[src/rtl/adc_sample_source.sv]
// rtl/adc_sample_source.sv - sample-rate pacer and serial ADC reader with strobe and overrun flag
// Optional ADC_OFFSET_BINARY_EN: treat the ADC word as offset binary instead of two's complement.
module adc_sample_source #(
    parameter int DIV       = 5000,
    parameter int SCLK_HALF = 4,
    parameter int PULSE     = 4
) (
    input  logic               qzt_clk,
    input  logic               reset,
    input  logic               adc_sdo,
    output logic               adc_cs_n,
    output logic               adc_sclk,
    output logic signed [19:0] Vin,
    output logic               clk_in,
    output logic               overrun
);
    localparam int CW      = (DIV > 1) ? $clog2(DIV) : 1;
    localparam int SUB_MAX = (2 * SCLK_HALF > PULSE) ? 2 * SCLK_HALF : PULSE;
    localparam int SW      = $clog2(SUB_MAX + 1);

    localparam logic [CW-1:0] TICK_AT    = CW'(DIV - 1);
    localparam logic [SW-1:0] HALF       = SW'(SCLK_HALF);
    localparam logic [SW-1:0] HALF_END   = SW'(SCLK_HALF - 1);
    localparam logic [SW-1:0] PERIOD_END = SW'(2 * SCLK_HALF - 1);
    localparam logic [SW-1:0] PULSE_END  = SW'(PULSE - 1);

    typedef enum logic [2:0] {IDLE, SETUP, SHIFT, DONE, STROBE} state_t;

    state_t             state, state_nxt;
    logic [CW-1:0]      tick_cnt;
    logic               tick;
    logic [SW-1:0]      sub_cnt, sub_cnt_nxt;
    logic [4:0]         bit_cnt, bit_cnt_nxt;
    logic [19:0]        shreg;
    logic               capture;
    logic signed [19:0] word_conv;

    assign tick = (tick_cnt == TICK_AT);

    always_ff @(posedge qzt_clk or posedge reset) begin
        if (reset) begin
            tick_cnt <= '0;
        end else if (tick) begin
            tick_cnt <= '0;
        end else begin
            tick_cnt <= tick_cnt + 1'b1;
        end
    end

    always_comb begin
        state_nxt   = state;
        sub_cnt_nxt = sub_cnt + 1'b1;
        bit_cnt_nxt = bit_cnt;
        capture     = 1'b0;
        case (state)
            IDLE: begin
                sub_cnt_nxt = '0;
                bit_cnt_nxt = '0;
                if (tick) state_nxt = SETUP;
            end
            SETUP: begin
                if (sub_cnt == HALF_END) begin
                    sub_cnt_nxt = '0;
                    state_nxt   = SHIFT;
                end
            end
            SHIFT: begin
                // sub_cnt 0..HALF-1 is the low phase; capture as sclk goes high
                capture = (sub_cnt == HALF);
                if (sub_cnt == PERIOD_END) begin
                    sub_cnt_nxt = '0;
                    bit_cnt_nxt = bit_cnt + 1'b1;
                    if (bit_cnt == 5'd19) state_nxt = DONE;
                end
            end
            DONE: begin
                sub_cnt_nxt = '0;
                state_nxt   = STROBE;
            end
            STROBE: begin
                if (sub_cnt == PULSE_END) begin
                    sub_cnt_nxt = '0;
                    state_nxt   = IDLE;
                end
            end
            default: begin
                sub_cnt_nxt = '0;
                state_nxt   = IDLE;
            end
        endcase
    end

`ifdef ADC_OFFSET_BINARY_EN
    assign word_conv = {~shreg[19], shreg[18:0]};
`else
    assign word_conv = shreg;
`endif

    // Pin outputs are registered from the current state so they never glitch.
    always_ff @(posedge qzt_clk or posedge reset) begin
        if (reset) begin
            state    <= IDLE;
            sub_cnt  <= '0;
            bit_cnt  <= '0;
            shreg    <= '0;
            Vin      <= '0;
            adc_cs_n <= 1'b1;
            adc_sclk <= 1'b0;
            clk_in   <= 1'b0;
            overrun  <= 1'b0;
        end else begin
            state    <= state_nxt;
            sub_cnt  <= sub_cnt_nxt;
            bit_cnt  <= bit_cnt_nxt;
            if (capture) shreg <= {shreg[18:0], adc_sdo};
            if (state == DONE) Vin <= word_conv;
            adc_cs_n <= !((state == SETUP) || (state == SHIFT));
            adc_sclk <= (state == SHIFT) && (sub_cnt >= HALF);
            clk_in   <= (state == STROBE);
            if (tick && (state != IDLE)) overrun <= 1'b1;
        end
    end
endmodule

[config.mk]
export PLATFORM = sky130hd
export DESIGN_NAME = adc_sample_source
export DESIGN_NICKNAME = d
export VERILOG_FILES = /design/src/rtl/adc_sample_source.sv
export SDC_FILE = /design/constraint.sdc
export NUM_CORES = 1
export LEC_CHECK = 0
export BUFFER_PORTS_ARGS = -buffer_cell sky130_fd_sc_hd__buf_2
export CAP_MARGIN = 0
export CORE_MARGIN = 3
export CORE_UTILIZATION = 63
export DETAILED_ROUTE_END_ITERATION = 16
export GPL_ROUTABILITY_DRIVEN = 0
export PLACE_DENSITY = 0.84
export SLEW_MARGIN = 15
export SYNTH_ARGS = -nofsm -noshare
export SYNTH_HDL_FRONTEND = slang
export SYNTH_SLANG_ARGS = --single-unit
[constraint.sdc]
create_clock -name qzt_clk -period 4.2 [get_ports qzt_clk]
set_input_delay 0.21 -clock qzt_clk [delete_from_list [all_inputs] [get_ports qzt_clk]]
set_output_delay 0.21 -clock qzt_clk [all_outputs]
set_load 0.01 [all_outputs]
==> flow_metrics.env <==
export IMPL_status="complete, no violations"
export IMPL_period_minus_slack_ns=2.28
export IMPL_wl_mm=4.92
export IMPL_synthAdderAreaFrac=0.0172
export IMPL_dpl_hpwl_mm=3.24
export IMPL_dr_first_iter_drc_count=134
export IMPL_power_density_nw_per_um2=398
export IMPL_core_region_area_sq_um=4410
export IMPL_synthesis_nets=230
export IMPL_antenna_found_initial=0
export IMPL_synth_compound_area_share=0.0455
export IMPL_p_leak_nw=1.72
export IMPL_whs_path_depth=2
export IMPL_cts_root_buf="clkbuf_8"
export IMPL_fin_total_pwr_mw=1.33
export IMPL_clock_latency_ns=0.34
export IMPL_die_y_um=74.1
export IMPL_worstPathRequired_ns=4.43
export IMPL_area_growth_pct=14.6
export IMPL_crit_family="simple AND/OR/NAND/NOR gates"
export IMPL_muxShareOfSynthArea=0.165
export IMPL_ioPinCount=27
export IMPL_setup_violations=0
export IMPL_worstReg2RegEnd="shreg[12]$_DFFE_PP0P_"
export IMPL_synth_async_reset_ratio=1.00
export IMPL_cp_start_kind="flip-flop"
export IMPL_final_cell_mix="dfrtp_1, mux2_2, buf_2"
export IMPL_path_class="reg -> reg"
export IMPL_cts_buffer_depth=2
export IMPL_fp_row_count=24
export IMPL_skew_ns=0.00706
export IMPL_rsz0062_at_grt="no"
export IMPL_tightest_slew_ns=1.03
export IMPL_firstDrtPassIters=4
export IMPL_worstPathArrival_ns=2.51
export IMPL_synth_top_family_by_area="multiplexers"
export IMPL_finalSetupTns_ns=0
export IMPL_synth_largest_area_cell="dfrtp_1"
export IMPL_via_count=1815
export IMPL_portBuffers=26
export IMPL_drc=0
export IMPL_netlist_instances=223
export IMPL_die_area_sq_um=5480
export IMPL_rrSetupSlack_ns=1.92
export IMPL_worstHoldPathType="in -> reg"
export IMPL_drv_cap=0
export IMPL_path_cells="nor3b_2, and4b_1, mux2_2"
export IMPL_hold_viol_final=0
export IMPL_synth_distinct_cells=43
export IMPL_synthTopCellsByArea="dfrtp_1, mux2_2, xor2_1"
export IMPL_min_from="adc_sdo"
export IMPL_tritoncts="done"
export IMPL_via_per_inst=5.82
export IMPL_start_util=0.661
export IMPL_drive_above_1_share=0.346
export IMPL_worstReg2RegStart="state[1]$_DFFE_PP0P_"
export IMPL_report_final_slew_viol_count=0
export IMPL_grt_total_usage=0.202
export IMPL_gr_total_overflow=0
export IMPL_yosys_area_share_simple=0.131
export IMPL_htreeDepth=3
export IMPL_slowest_stage="and4b_1"
export IMPL_synth_area_per_cell_sq_um=13.1
export IMPL_clock_sinks=69
export IMPL_ys_seq_elements=69
export IMPL_synth_edff_count=0
export IMPL_synth_top_flop_cell="dfrtp_1"
export IMPL_routedWlPerCell_um=15.8
export IMPL_path_clk_slew_ns=0.07
export IMPL_synth_xor_area_frac=0.0300
export IMPL_period_share=0.543
export IMPL_grt_pass1_vias=1784
export IMPL_netlist_area_sq_um=2920
export IMPL_final_nets=262
export IMPL_diodes=0
export IMPL_final_common_cell="dfrtp_1"
export IMPL_critPathCaptureType="flip-flop"
export IMPL_r2r_cells=3
export IMPL_crit_buf_inv=0
export IMPL_synth_top_area_frac=0.583
export IMPL_grt_first_pass_wirelength_mm=8.19
export IMPL_cp_max_fo=20
export IMPL_cts_buffers=9
export IMPL_dieWidth_um=74.1
export IMPL_slowest_delay_ns=0.85
export IMPL_cts_resized=0
export IMPL_fmax_mhz=438
export IMPL_yosysWarnings=0
export IMPL_ir_drop_mv=0.312
export IMPL_hold_end="shreg[0]$_DFFE_PP0P_"
export IMPL_max_slew_margin_rel=0.310
export IMPL_grt_max_degree=52
export IMPL_seq_area_frac_synth=0.592
export IMPL_route_antenna_remaining_nets=0
[report_power, final]
group | internal (mW) | switching [mW]
registers | 0.664 | 0
clock network | 0.398 | 0.255
logic | 0.00195 | 0.0124
[final cells by class]
| class | instances | area [sq um] |
|---|---|---|
| Multi-Input combinational cell | 140 | 1130 |
| Sequential cell | 69 | 1730 |
| Inverter | 7 | 26.3 |
| Timing Repair Buffer | 28 | 148 |
| Clock inverter | 7 | 121 |
| Tap cell | 52 | 65.1 |
| Clock buffer | 9 | 124 |
| Fill cell | 282 | 1070 |
[worst max path at each step]
stage                                 end  depth (start not counted)  slack (ns)            startpoint
CTS                 shreg[12]$_DFFE_PP0P_                          3        1.90  state[1]$_DFFE_PP0P_
floorplan              Vin[0]$_DFFE_PP0P_                          1        2.25                 reset
global placement    shreg[13]$_DFFE_PP0P_                          3        2.02  state[1]$_DFFE_PP0P_
finish              shreg[12]$_DFFE_PP0P_                          3        1.92  state[1]$_DFFE_PP0P_
global route        shreg[12]$_DFFE_PP0P_                          3        1.73  state[1]$_DFFE_PP0P_
detailed placement   shreg[2]$_DFFE_PP0P_                          3        1.93  state[1]$_DFFE_PP0P_
[state kept, by name, indices dropped and copies added, names as in the netlist]
register,cells
adc_sclk,1
shreg,20
tick_cnt,13
state,3
clk_in,1
Vin,20
overrun,1
bit_cnt,5
sub_cnt,4
adc_cs_n,1
[cells by family (layout without fill, tap and decap cells)]
logic type,after synthesis,count (layout)
muxes,43,43
buffers and inverters,14,51
AOI/OAI and AO/OA,21,21
adders and majority gates,4,4
xor gates and xnor gates,10,10
and+or+nand+nor,62,62
DFF,69,69
[per-layer routing]
metal | GRT usage | wire, um
met1 | 0.265 | 2200
met2 | 0.309 | 2440
met3 | 0.0608 | 167
met4 | 0.0946 | 107
met5 | 0 | 0
[stage by stage]
step	instances	util	area (sq um)	hold slack (ns)	worst slack (ns)
final	312	0.758	3340	0.105	1.92
after global routing	312	0.758	3340	0.102	1.73
after CTS	312	0.758	3340	0.0890	1.90
after detailed placement	295	0.700	3090	0.227	1.93
after global placement	295	0.700	3090	0.219	2.02
after floorplan	223	-	2920	0.362	2.25
[synth_stat cells, drive strengths merged (2+ instances only)]
cell     n
dfrtp   68
a211oi   2
nand3    9
mux2    40
nor3b    2
nand4    2
clkbuf   2
inv      7
o21ai    3
nor2     8
or4      3
ha       4
mux2i    3
nand2   11
nor4     4
or3      5
nand2b   5
buf      5
xor2     9
a21oi    7
a31oi    2
or3b     3
o31ai    2
a21o     2
[repair_timing]
item                                   CTS  global route
setup endpoints to repair                0             0
hold buffers                             1             0
buffers inserted                         0             0
endpoints found under the hold margin   18             0
Note: power is estimated with default switching activity, not from simulation.
